<file path="src/rtl/fifo_uart_tx.sv">
// UART 8N1 transmitter fed from the pop side of a FIFO read port.
// One byte is popped per frame; the line, busy and done outputs are registered.
module fifo_uart_tx #(
  parameter int DIV_W   = 16,
  parameter int POP_LAT = 1
) (
  input  logic             Clk,
  input  logic             Rst,
  input  logic             Tx_En,
  input  logic [DIV_W-1:0] Baud_Div,
  input  logic             Fifo_Empty,
  output logic             Fifo_Pop,
  input  logic [7:0]       Fifo_Dout,
  output logic             Tx_Out,
  output logic             Tx_Busy,
  output logic             Byte_Done
);

  typedef enum logic [2:0] {
    S_IDLE,
    S_POP,
    S_WAIT,
    S_START,
    S_DATA,
    S_STOP
  } state_t;

  localparam logic [DIV_W-1:0] ONE      = DIV_W'(1);
  localparam logic [DIV_W-1:0] WAIT_CNT = DIV_W'(POP_LAT - 1);

  state_t           state, state_n;
  logic [DIV_W-1:0] cnt;
  logic [DIV_W-1:0] div_q;
  logic [7:0]       shift;
  logic [2:0]       bit_cnt;
  logic             tx_q;
  logic             done_q;
  logic             cnt_zero;

  assign cnt_zero  = (cnt == '0);
  assign Tx_Out    = tx_q;
  assign Byte_Done = done_q;
  assign Tx_Busy   = (state != S_IDLE);

  always_ff @(posedge Clk) begin
    if (Rst) state <= S_IDLE;
    else     state <= state_n;
  end

  always_comb begin
    state_n  = state;
    Fifo_Pop = 1'b0;
    case (state)
      S_IDLE:  if (Tx_En && !Fifo_Empty) state_n = S_POP;
      S_POP: begin
        Fifo_Pop = 1'b1;
        state_n  = S_WAIT;
      end
      S_WAIT:  if (cnt_zero) state_n = S_START;
      S_START: if (cnt_zero) state_n = S_DATA;
      S_DATA:  if (cnt_zero && bit_cnt == 3'd7) state_n = S_STOP;
      S_STOP:  if (cnt_zero) state_n = S_IDLE;
      default: state_n = S_IDLE;
    endcase
  end

  // The line and done pulse are registered off the current state, so both
  // lag the state by one cycle and stay aligned with each other.
  always_ff @(posedge Clk) begin
    if (Rst) begin
      cnt     <= '0;
      div_q   <= '0;
      shift   <= '0;
      bit_cnt <= '0;
      tx_q    <= 1'b1;
      done_q  <= 1'b0;
    end else begin
      done_q <= (state == S_STOP) && cnt_zero;
      case (state)
        S_START: tx_q <= 1'b0;
        S_DATA:  tx_q <= shift[0];
        default: tx_q <= 1'b1;
      endcase

      case (state)
        S_POP: cnt <= WAIT_CNT;
        S_WAIT: begin
          if (cnt_zero) begin
            shift   <= Fifo_Dout;
            div_q   <= Baud_Div;
            cnt     <= Baud_Div;
            bit_cnt <= '0;
          end else begin
            cnt <= cnt - ONE;
          end
        end
        S_START: begin
          if (cnt_zero) cnt <= div_q;
          else          cnt <= cnt - ONE;
        end
        S_DATA: begin
          if (cnt_zero) begin
            cnt     <= div_q;
            shift   <= {1'b0, shift[7:1]};
            bit_cnt <= bit_cnt + 3'd1;
          end else begin
            cnt <= cnt - ONE;
          end
        end
        S_STOP: begin
          if (!cnt_zero) cnt <= cnt - ONE;
        end
        default: cnt <= cnt;
      endcase
    end
  end

endmodule

</file>
<file path="config.mk">
export PLATFORM = sky130hd
export DESIGN_NAME = fifo_uart_tx
export DESIGN_NICKNAME = d
export VERILOG_FILES = /design/src/rtl/fifo_uart_tx.sv
export SDC_FILE = /design/constraint.sdc
export NUM_CORES = 1
export LEC_CHECK = 0
export CAP_MARGIN = 15
export CELL_PAD_IN_SITES_DETAIL_PLACEMENT = 1
export CELL_PAD_IN_SITES_GLOBAL_PLACEMENT = 2
export CORE_ASPECT_RATIO = 1.1
export CORE_UTILIZATION = 37
export CTS_BUF_LIST = sky130_fd_sc_hd__clkbuf_16
export CTS_CLUSTER_DIAMETER = 120
export CTS_CLUSTER_SIZE = 30
export DETAILED_ROUTE_END_ITERATION = 8
export DONT_BUFFER_PORTS = 1
export PLACE_DENSITY_LB_ADDON = 0.1
export SLEW_MARGIN = 20
export SYNTH_ARGS = -nofsm -noshare
export SYNTH_HDL_FRONTEND = slang
export SYNTH_SLANG_ARGS = --single-unit
</file>
<file path="constraint.sdc">
create_clock -name Clk -period 2.73 [get_ports Clk]
set_clock_uncertainty 0.15 [all_clocks]
set_input_delay 0.6825 -clock Clk [delete_from_list [all_inputs] [get_ports Clk]]
set_output_delay 0.6825 -clock Clk [all_outputs]
set_load 0.05 [all_outputs]
</file>
Word level (Yosys, flattened, before mapping)
Index checks and enable logic that the tools add are counted.
- word-level logic and storage cells: 53
- bits of input ports: 28
- register bits after elaboration: 48
- output and inout bits: 4
- reductions and logical operators: 14
- $add $sub $neg: 2
- equality and inequality tests: 13
- multiplexer cells: 17
- operators with widths (operator ; number):
    $pmux 16 s4 ; 1
    $mux 16 ; 3
    $mux 3 ; 6
    $pmux 3 s6 ; 1
    $logic_not 16->1 ; 1
    $mux 8 ; 2
    $pmux 8 s2 ; 1
    $sub 16x1->16 const B ; 1
    $ne 2x2->1 const B ; 7
    $eq 3x3->1 const B ; 3
    $eq 3x2->1 const B ; 2
    $pmux 3 s2 ; 1
    $reduce_and 5->1 ; 1
    $reduce_and 2->1 ; 2
    $reduce_bool 4->1 ; 1
    $add 3x1->3 const B ; 1
    $eq 3x1->1 const B ; 1
    $logic_and 1x1->1 ; 3
    $logic_not 3->1 ; 1
    $reduce_and 3->1 ; 1
    $reduce_bool 3->1 ; 1
    $pmux 1 s2 ; 1
    $reduce_bool 2->1 ; 1
    $reduce_or 2->1 ; 1
    other kinds (2) ; 2

Logic depth before layout (Yosys ltp)
Gate-level depths: netlist of run 1.
- depth after elaboration: 4
- depth in mapped cells: 8
- depth with buffers taken out: 8

Worst setup path before layout of run 1
Ideal clock, no wire load.
- path type: flip-flop to flip-flop
- start point: register state[2]
- end point: register cnt[5]
- period minus slack after synthesis: 2.572 ns
- buffers on the path: 1
- data required time: 2.446 ns
- setup time: 0.134 ns
- slack: 0.158 ns
- arrival: 2.287 ns
- stages on the path, launching flop included: 6
- cells stage by stage: dfxtp_1 > clkbuf_1 > nor3_1 > nor2_1 > o211ai_1 > o221ai_1
- cells in the longest elaborated chain, start to end: 4
- elaborated cells on any way between the ends: 10
- those cells by class: eq/ne (6); mux (1); reduce/logical (3)
- ends and longest elaborated chain (item ; line ; text):
    from (decl) ; 31 ; state_t state, state_n;
    from (signal assigned) ; 47 ; else state <= state_n;
    $eq 3x3->1 or $eq 3x2->1 (tied branches) ; 85 ; case (state)
    $reduce_or 2->1 (no source line) ; n/a ;
    $reduce_bool 4->1 (no source line) ; n/a ;
    $reduce_and 2->1 (no source line) ; n/a ;
    to (signal assigned) ; 91 ; cnt <= Baud_Div;
    to (signal assigned) ; 94 ; cnt <= cnt - ONE;
    to (signal assigned) ; 98 ; if (cnt_zero) cnt <= div_q;
    to (decl) ; 32 ; logic [DIV_W-1:0] cnt;
Parallel ways exist; a longest one is shown, timed or not.
A chain may end at the register's enable or synchronous reset.

Worst setup path after layout of run 1
- start point: register state[0]
- end point: output Fifo_Pop
- cells in the longest elaborated chain, start to end: 2
- ends and longest elaborated chain (item ; line ; text):
    $eq 3x1->1 ; 53 ; case (state)
    $mux 1 ; 53 ;
    to (decl) ; 12 ; output logic Fifo_Pop,
No other way between the ends.

==> results.cfg, run 1 <==
[placed_design]
gp_congestion = 0.799
io_buffer_count = 0
dpl_cell_area_um2 = 2670
dp_hpwl_um = 5600
pre_cts_ws_ps = 392

[worst_setup_path]
startpoint_type = register
timing.rr.start = state[1]$_SDFFE_PP0P_
critPathRequiredTime_ps = 1900
slowest_delay_ps = 670
crit_chain = inv_1, nor3_2, buf_4
critPathKind = reg2out
reg2reg_depth = 6
cp-end-kind = primary output
crit_arrival_ps = 1550
crit_slowest_cell = dfxtp_1
path_max_fanout = 17
rrSetupSlack_ps = 360
regToRegEndpoint = cnt[14]$_SDFFE_PP0P_

[synth]
synth_cells = 312
synth_fa_ha_area_share_pct = 1.98
synth_top_family_by_area = compound AO/OA/AOI/OAI gates
synth_top_area_share_pct = 38.1
syn_nets = 344
synth-edff-count = 0
synth.avg_cell_area_um2 = 8.09
synthArstFlopShare_pct = 0
yosysTopAreaCell = dfxtp_1
synthMuxAreaShare_pct = 3.17
synth_cell_types = 50
ys.warnings.count = 0
synthSimpleGateAreaFrac_pct = 24.6
synth_compound_area_share_pct = 27.2
synth.area.top_cells = dfxtp_1 38%, nand2_1 6.8%, a21oi_1 5.2%, nor2_1 4.8%, a22oi_1 4.2%
ys.flop_type = dfxtp_1
synth_xor_xnor_area_share_pct = 0.347
yosysSeqAreaShare_pct = 38.1
ys_ff_latch = 48
syn_area_um2 = 2520

[final_layout]
n_antenna_cell = 0
fill_cells = 800
drive_gt1_share_pct = 12.6
final_cell_mix = 48 x dfxtp_1, 46 x nand2_1, 32 x nor2_1
final_common_cell = dfxtp_1
nNetsFinal = 349
syn_to_final_growth_pct = 12.1
regArea_um2 = 961
multi_input_area_um2 = 1450
fin_area_um2 = 2830

[timing]
hold_slack_ps = 297
fin_tns_setup_ps = 0
hold_viol = 0
setup_viol = 0
fin_crit_ps = 2380
tightest_slew_ps = 656
timing.final.crit_share_pct = 87.2
max_freq_mhz = 420
slew_violations = 0
setup_ws_ps = 349
rsz0062_at_grt = false
slew_headroom_pct = 56.1

[power]
switching_share_pct = 48.2
internal-power_uw = 2340
combPwrFrac_pct = 59.4
irDropWorstVdd_uv = 848
switching_power_uw = 2180
p_per_area_nw_per_um2 = 1600
power_uw = 4520
power.share.clock_pct = 15.4
seqPwrFrac_pct = 25.2
leakage_uw = 0.00104

[die]
dieArea_um2 = 7160
die_y_um = 88.6
design.core.area_um2 = 6590
fp-row-count = 31
io_pins = 32
fp.dieW_um = 80.8
start_util_pct = 38.3

[clock_network]
cts_root_buffer = clkbuf_16
holdBufCountCts = 0
clk_pin_slew_ps = 70
htree_num_levels = 2
clk_latency_ps = 290
numCtsBuffers = 5
ctsResizeCount = 0
cts_buffer_depth = 2
postCtsSetupBuffers = 0
cts_tree = done
clock_sink_count = 48

[hold_path]
hp-class = reg2reg
hp-start = div_q[0]$_SDFFE_PP0P_
hold_path_end = div_q[0]$_SDFFE_PP0P_
holdPathStages = 2

[global_route]
grt_antenna_before_repair = 0
grt_pass1_wl_um = 12400
grt_use_total_pct = 23.2
grt_pass1_vias = 2366
overflow = 0
grt_max_degree = 35

[job]
cap_violations = 0

[detailed_routing]
via_per_inst = 5.99
wl_met3_um = 306
top_layer = met4
drc = 0
post_drt_wl_per_cell_um = 19.0
routed_wl_um = 7620
wl_met2_um = 3430
met1_length_um = 3800
ant_nets = 0
vias = 2395
drt_iter0_drc = 118
dr.pass1.iters = 4

[outcome]
status = complete, no violations
## cells in the mapped netlist (2+ instances only)
cell	instances
a211oi_1	7
a31oi_1	4
o221ai_1	5
nand2_1	46
inv_1	6
o31ai_1	3
or3_1	2
nand2b_1	3
dfxtp_1	48
nand3_1	6
nor4_1	3
mux2i_1	8
a31o_2	3
nor3_4	2
o22ai_1	5
nand4_1	4
a32oi_1	3
a21oi_1	26
a22oi_1	14
o32a_1	2
nor3b_1	2
and2_1	3
nor2_1	32
ha_1	4
nand2_2	2
o32ai_1	2
o21ai_0	10
or4_1	2
o211ai_1	12
buf_4	2
nor3_1	9
buf_2	5
clkbuf_1	10
## worst max-delay path: cells and delay by family, from the launching register on
family | cells | cell delay, ps
buffers and inverters | 2 | 400
flip-flops | 1 | 670
AND/OR/NAND/NOR | 1 | 180
## power groups by stage
stage | Combinational (uW) | Clock (uW) | Sequential, uW
final | 2690 | 695 | 1140
after global routing | 2940 | 735 | 1170
after CTS | 2660 | 708 | 1130
after detailed placement | 2640 | 0 | 1150
after global placement | 2650 | 0 | 1140
after floorplan | 2340 | 0 | 1070
## through the flow
| step | util (%) | cells |
|---|---|---|
| after CTS | 42.9 | 400 |
| final | 42.9 | 400 |
| after detailed placement | 40.5 | 392 |
| after global placement | 40.5 | 392 |
| after floorplan | - | 312 |
| after global routing | 42.9 | 400 |
## worst max-delay path by stage
stage	from	to	slack (ps)	cells past startpoint
global placement	state[1]$_SDFFE_PP0P_	cnt[14]$_SDFFE_PP0P_	460	6
finish	state[0]$_SDFFE_PP0P_	Fifo_Pop	350	3
floorplan	state[2]$_SDFFE_PP0P_	cnt[5]$_SDFFE_PP0P_	160	5
CTS	state[1]$_SDFFE_PP0P_	cnt[7]$_SDFFE_PP0P_	340	6
global route	state[1]$_SDFFE_PP0P_	cnt[14]$_SDFFE_PP0P_	170	6
detailed placement	state[1]$_SDFFE_PP0P_	cnt[14]$_SDFFE_PP0P_	390	6
## layer usage
metal	GRT usage (%)	vias to the layer above
met5	0	-
met3	5.15	6
met2	35.7	43
met4	6.49	0
li1	-	1164
met1	32.5	1182
## state kept, by name, indices dropped and copies added, names as in the netlist
register / flops
state: 3
bit_cnt: 3
Byte_Done: 1
div_q: 16
cnt: 16
shift: 8
Tx_Out: 1
## kinds of logic (layout without fill, tap and decap cells)
group	after synthesis	count (layout)
simple gates	124	124
compound gates	101	101
flops	48	48
buf+inv	26	32
mux	8	8
fa+ha+maj	4	4
xor+xnor	1	1
## area by class of cell
type | count | share of cell area [%]
flip-flops and latches | 48 | 33.9
multi-input cells | 238 | 51.2
inverters | 7 | 0.928
clock buffers | 5 | 4.42
well taps | 82 | 3.62
clock inverters | 3 | 1.37
repair buffers | 17 | 4.51
Power figures use the tool's default switching activity.
==> inputs of run 2 (changes only) <==
CORE_ASPECT_RATIO = 1.2   (was 1.1)
CTS_CLUSTER_DIAMETER = 100   (was 120)
==> results.cfg, run 2 (same netlist as run 1, synthesis figures left out) <==
[clock_network]
cts_buffer_depth = 2
ctsResizeCount = 0
cts_root_buffer = clkbuf_16
clk_latency_ps = 290
clock_sink_count = 48
clk_pin_slew_ps = 70
htree_num_levels = 2
postCtsSetupBuffers = 0
cts_tree = done
numCtsBuffers = 5
holdBufCountCts = 0

[final_layout]
n_antenna_cell = 0
fill_cells = 788
final_cell_mix = 48 x dfxtp_1, 46 x nand2_1, 32 x nor2_1
syn_to_final_growth_pct = 14.0
drive_gt1_share_pct = 13.4
nNetsFinal = 352
final_common_cell = dfxtp_1
reg_top3 = cnt: 16 flops, div_q: 16 flops, shift: 8 flops

[global_route]
overflow = 0
grt_pass1_vias = 2381
grt_use_total_pct = 22.6
grt_pass1_wl_um = 12500
grt_antenna_before_repair = 0
grt_max_degree = 35

[timing]
setup_viol = 0
rsz0062_at_grt = false
slew_violations = 0
fin_crit_ps = 2450
slew_headroom_pct = 50.2
max_freq_mhz = 409
hold_viol = 0
hold_slack_ps = 296
tightest_slew_ps = 744
timing.final.crit_share_pct = 89.6
fin_tns_setup_ps = 0

[power]
irDropWorstVdd_uv = 708
leakage_uw = 0.00105
p_per_area_nw_per_um2 = 1600

[outcome]
status = complete, no violations

[detailed_routing]
dr.pass1.iters = 4
routed_wl_um = 7630
drt_iter0_drc = 153
vias = 2390
post_drt_wl_per_cell_um = 18.8
ant_nets = 0
via_per_inst = 5.90
drc = 0

[placed_design]
dp_hpwl_um = 5540
gp_congestion = 0.815
io_buffer_count = 0

[worst_setup_path]
startpoint_type = register
cp-end-kind = register
cp_num_buf_inv = 0
crit_slowest_cell = dfxtp_1
cp_top_family = simple AND/OR/NAND/NOR gates
crit_arrival_ps = 2500
crit_chain = nand2b_1, and2_1, nor2_2, nand2_2, or4_1, o211ai_1
critPathRequiredTime_ps = 2790
path_max_fanout = 13
critPathKind = reg2reg
slowest_delay_ps = 590

[die]
dieArea_um2 = 7160
fp.dieW_um = 77.4
io_pins = 32
start_util_pct = 38.7
die_y_um = 92.5
fp-row-count = 32
design.core.area_um2 = 6530

[job]
cap_violations = 0

[hold_path]
hp-class = reg2reg
[run 2: through the flow]
step | cell area (um2) | setup slack, ps | instances | total power [uW] | util (%)
2_1_floorplan | 2520 | 158 | 312 | 3420 | -
3_3_place_gp | 2690 | 446 | 398 | 3770 | 41.3
3_5_place_dp | 2690 | 364 | 398 | 3810 | 41.3
4_1_cts | 2880 | 310 | 405 | 4620 | 44.1
5_1_grt | 2880 | 111 | 405 | 4930 | 44.1
6_report | 2880 | 284 | 405 | 4610 | 44.1
[run 2: path summary, 6_finish.rpt]
check	startpoint	end	slack [ps]	cells past startpoint
hold reg to reg	div_q[5]$_SDFFE_PP0P_	div_q[5]$_SDFFE_PP0P_	300	2
setup / recovery	state[1]$_SDFFE_PP0P_	cnt[14]$_SDFFE_PP0P_	280	6
setup reg to reg	state[1]$_SDFFE_PP0P_	cnt[14]$_SDFFE_PP0P_	280	6
hold / removal	div_q[5]$_SDFFE_PP0P_	div_q[5]$_SDFFE_PP0P_	300	2
[run 2: per-layer routing]
metal  part of all wire [%]  vias to the layer above  global-route usage, %
met4                    2.0                        0                   8.18
li1                       -                     1168                      -
met5                      0                        -                      0
met1                     49                     1158                   32.4
met3                    4.4                       14                   3.74
met2                     45                       50                   33.7
[run 2: power by group]
group	switching, uW	leakage [uW]	internal (uW)	total [uW]
clock network	271	0.0000899	520	791
logic	1690	0.000575	1000	2690
registers	217	0.000389	917	1130
[run 2: layout make-up]
| type | count | area [um2] | area share, % |
|---|---|---|---|
| Timing Repair Buffer | 20 | 150 | 5.22 |
| Multi-Input combinational cell | 238 | 1450 | 50.4 |
| Clock buffer | 5 | 125 | 4.35 |
| Sequential cell | 48 | 961 | 33.4 |
| Inverter | 7 | 26.3 | 0.913 |
| Tap cell | 85 | 106 | 3.69 |
| Clock inverter | 2 | 60.1 | 2.09 |
[run 2: tightest hold or removal path, cell delays in order (launching register included)]
cell     delay [ps]
dfxtp_1         310
nand2_1          50
a21oi_1          50
==> inputs of run 3 (changes only) <==
RECOVER_POWER = 50   (was unset)
==> results.cfg, run 3 (same netlist as run 1, synthesis figures left out) <==
[global_route]
grt_pass1_wl_um = 12500
grt_pass1_vias = 2381
grt_antenna_before_repair = 0
grt_max_degree = 35
overflow = 0
grt_use_total_pct = 22.6

[die]
design.core.area_um2 = 6530
io_pins = 32
dieArea_um2 = 7160
fp.dieW_um = 77.4
die_y_um = 92.5
start_util_pct = 38.7
fp-row-count = 32

[placed_design]
dp_hpwl_um = 5540
io_buffer_count = 0
dp.cells = 398
gp_congestion = 0.815

[clock_network]
ctsResizeCount = 0
cts_buffer_depth = 2
holdBufCountCts = 0
clk_pin_slew_ps = 70
clock_sink_count = 48
postCtsSetupBuffers = 0
cts_root_buffer = clkbuf_16
numCtsBuffers = 5
htree_num_levels = 2
clk_latency_ps = 290
cts_tree = done

[timing]
hold_viol = 0
slew_violations = 0
max_freq_mhz = 400
slew_headroom_pct = 51.7
setup_viol = 0
fin_tns_setup_ps = 0
fin_crit_ps = 2500
timing.final.crit_share_pct = 91.7
tightest_slew_ps = 722
rsz0062_at_grt = false
hold_slack_ps = 297

[final_layout]
n_antenna_cell = 0
drive_gt1_share_pct = 11.3
nNetsFinal = 352
final_common_cell = dfxtp_1
syn_to_final_growth_pct = 12.7
reg_top3 = cnt: 16 flops, div_q: 16 flops, shift: 8 flops
fin_util_pct = 43.6
final_cell_mix = 48 x dfxtp_1, 46 x nand2_1, 32 x nor2_1
final_cell_count_no_fill = 405

[detailed_routing]
drt_iter0_drc = 165
routed_wl_um = 7590
ant_nets = 0
via_per_inst = 5.86
vias = 2372
drc = 0
dr.pass1.iters = 4
post_drt_wl_per_cell_um = 18.7

[power]
irDropWorstVdd_uv = 616
leakage_uw = 0.00103
p_per_area_nw_per_um2 = 1560
power_uw = 4440

[hold_path]
hp-class = reg2reg
hp-start = div_q[10]$_SDFFE_PP0P_

[worst_setup_path]
critPathKind = reg2reg
crit_start = cnt[10]$_SDFFE_PP0P_
timing.rr.start = cnt[10]$_SDFFE_PP0P_
critPathRequiredTime_ps = 2810
crit_arrival_ps = 2580
cp-end-kind = register
startpoint_type = register
path_max_fanout = 9

[job]
cap_violations = 0

[outcome]
status = complete, no violations
-- run 3: power breakdown --
part	leakage, uW	internal, uW	total [uW]	switching (uW)
sequential	0.000389	917	1130	214
clock	0.0000899	520	789	269
combinational	0.000554	863	2520	1660
total	0.00103	2300	4440	2140
-- run 3: cell type report --
type	instances	area (um2)
timing repair buffer	20	134
clock inverter	2	60.1
clock buffer	5	125
multi-input combinational	238	1430
tap	85	106
fill	795	3680
sequential	48	961
inverter	7	26.3
-- run 3: path summary, 6_finish.rpt --
kind | end | slack [ps] | cells past startpoint
min | div_q[10]$_SDFFE_PP0P_ | 300 | 2
min reg2reg | div_q[10]$_SDFFE_PP0P_ | 300 | 2
max | cnt[8]$_SDFFE_PP0P_ | 230 | 7
max reg2reg | cnt[8]$_SDFFE_PP0P_ | 230 | 7
-- run 3: stage by stage --
stage               area, um2  setup WS [ps]
detailed placement       2690            364
CTS                      2880            310
floorplan                2520            158
finish                   2850            227
global route             2850           55.6
global placement         2690            446
-- run 3: metal layers --
| metal | vias to the layer above | GRT usage [%] | part of all wire [%] |
|---|---|---|---|
| met5 | - | 0 | 0 |
| met4 | 0 | 8.18 | 1.7 |
| met3 | 12 | 3.74 | 5.2 |
| met2 | 51 | 33.7 | 46 |
| met1 | 1139 | 32.4 | 48 |
| li1 | 1170 | - | - |
-- run 3: critical path: stages (launching register included) --
cell	delay (ps)
dfxtp_1	340
or2_0	360
nor4_4	340
and2_0	230
clkbuf_2	280
a31o_1	380
and2_1	220
a22o_1	140
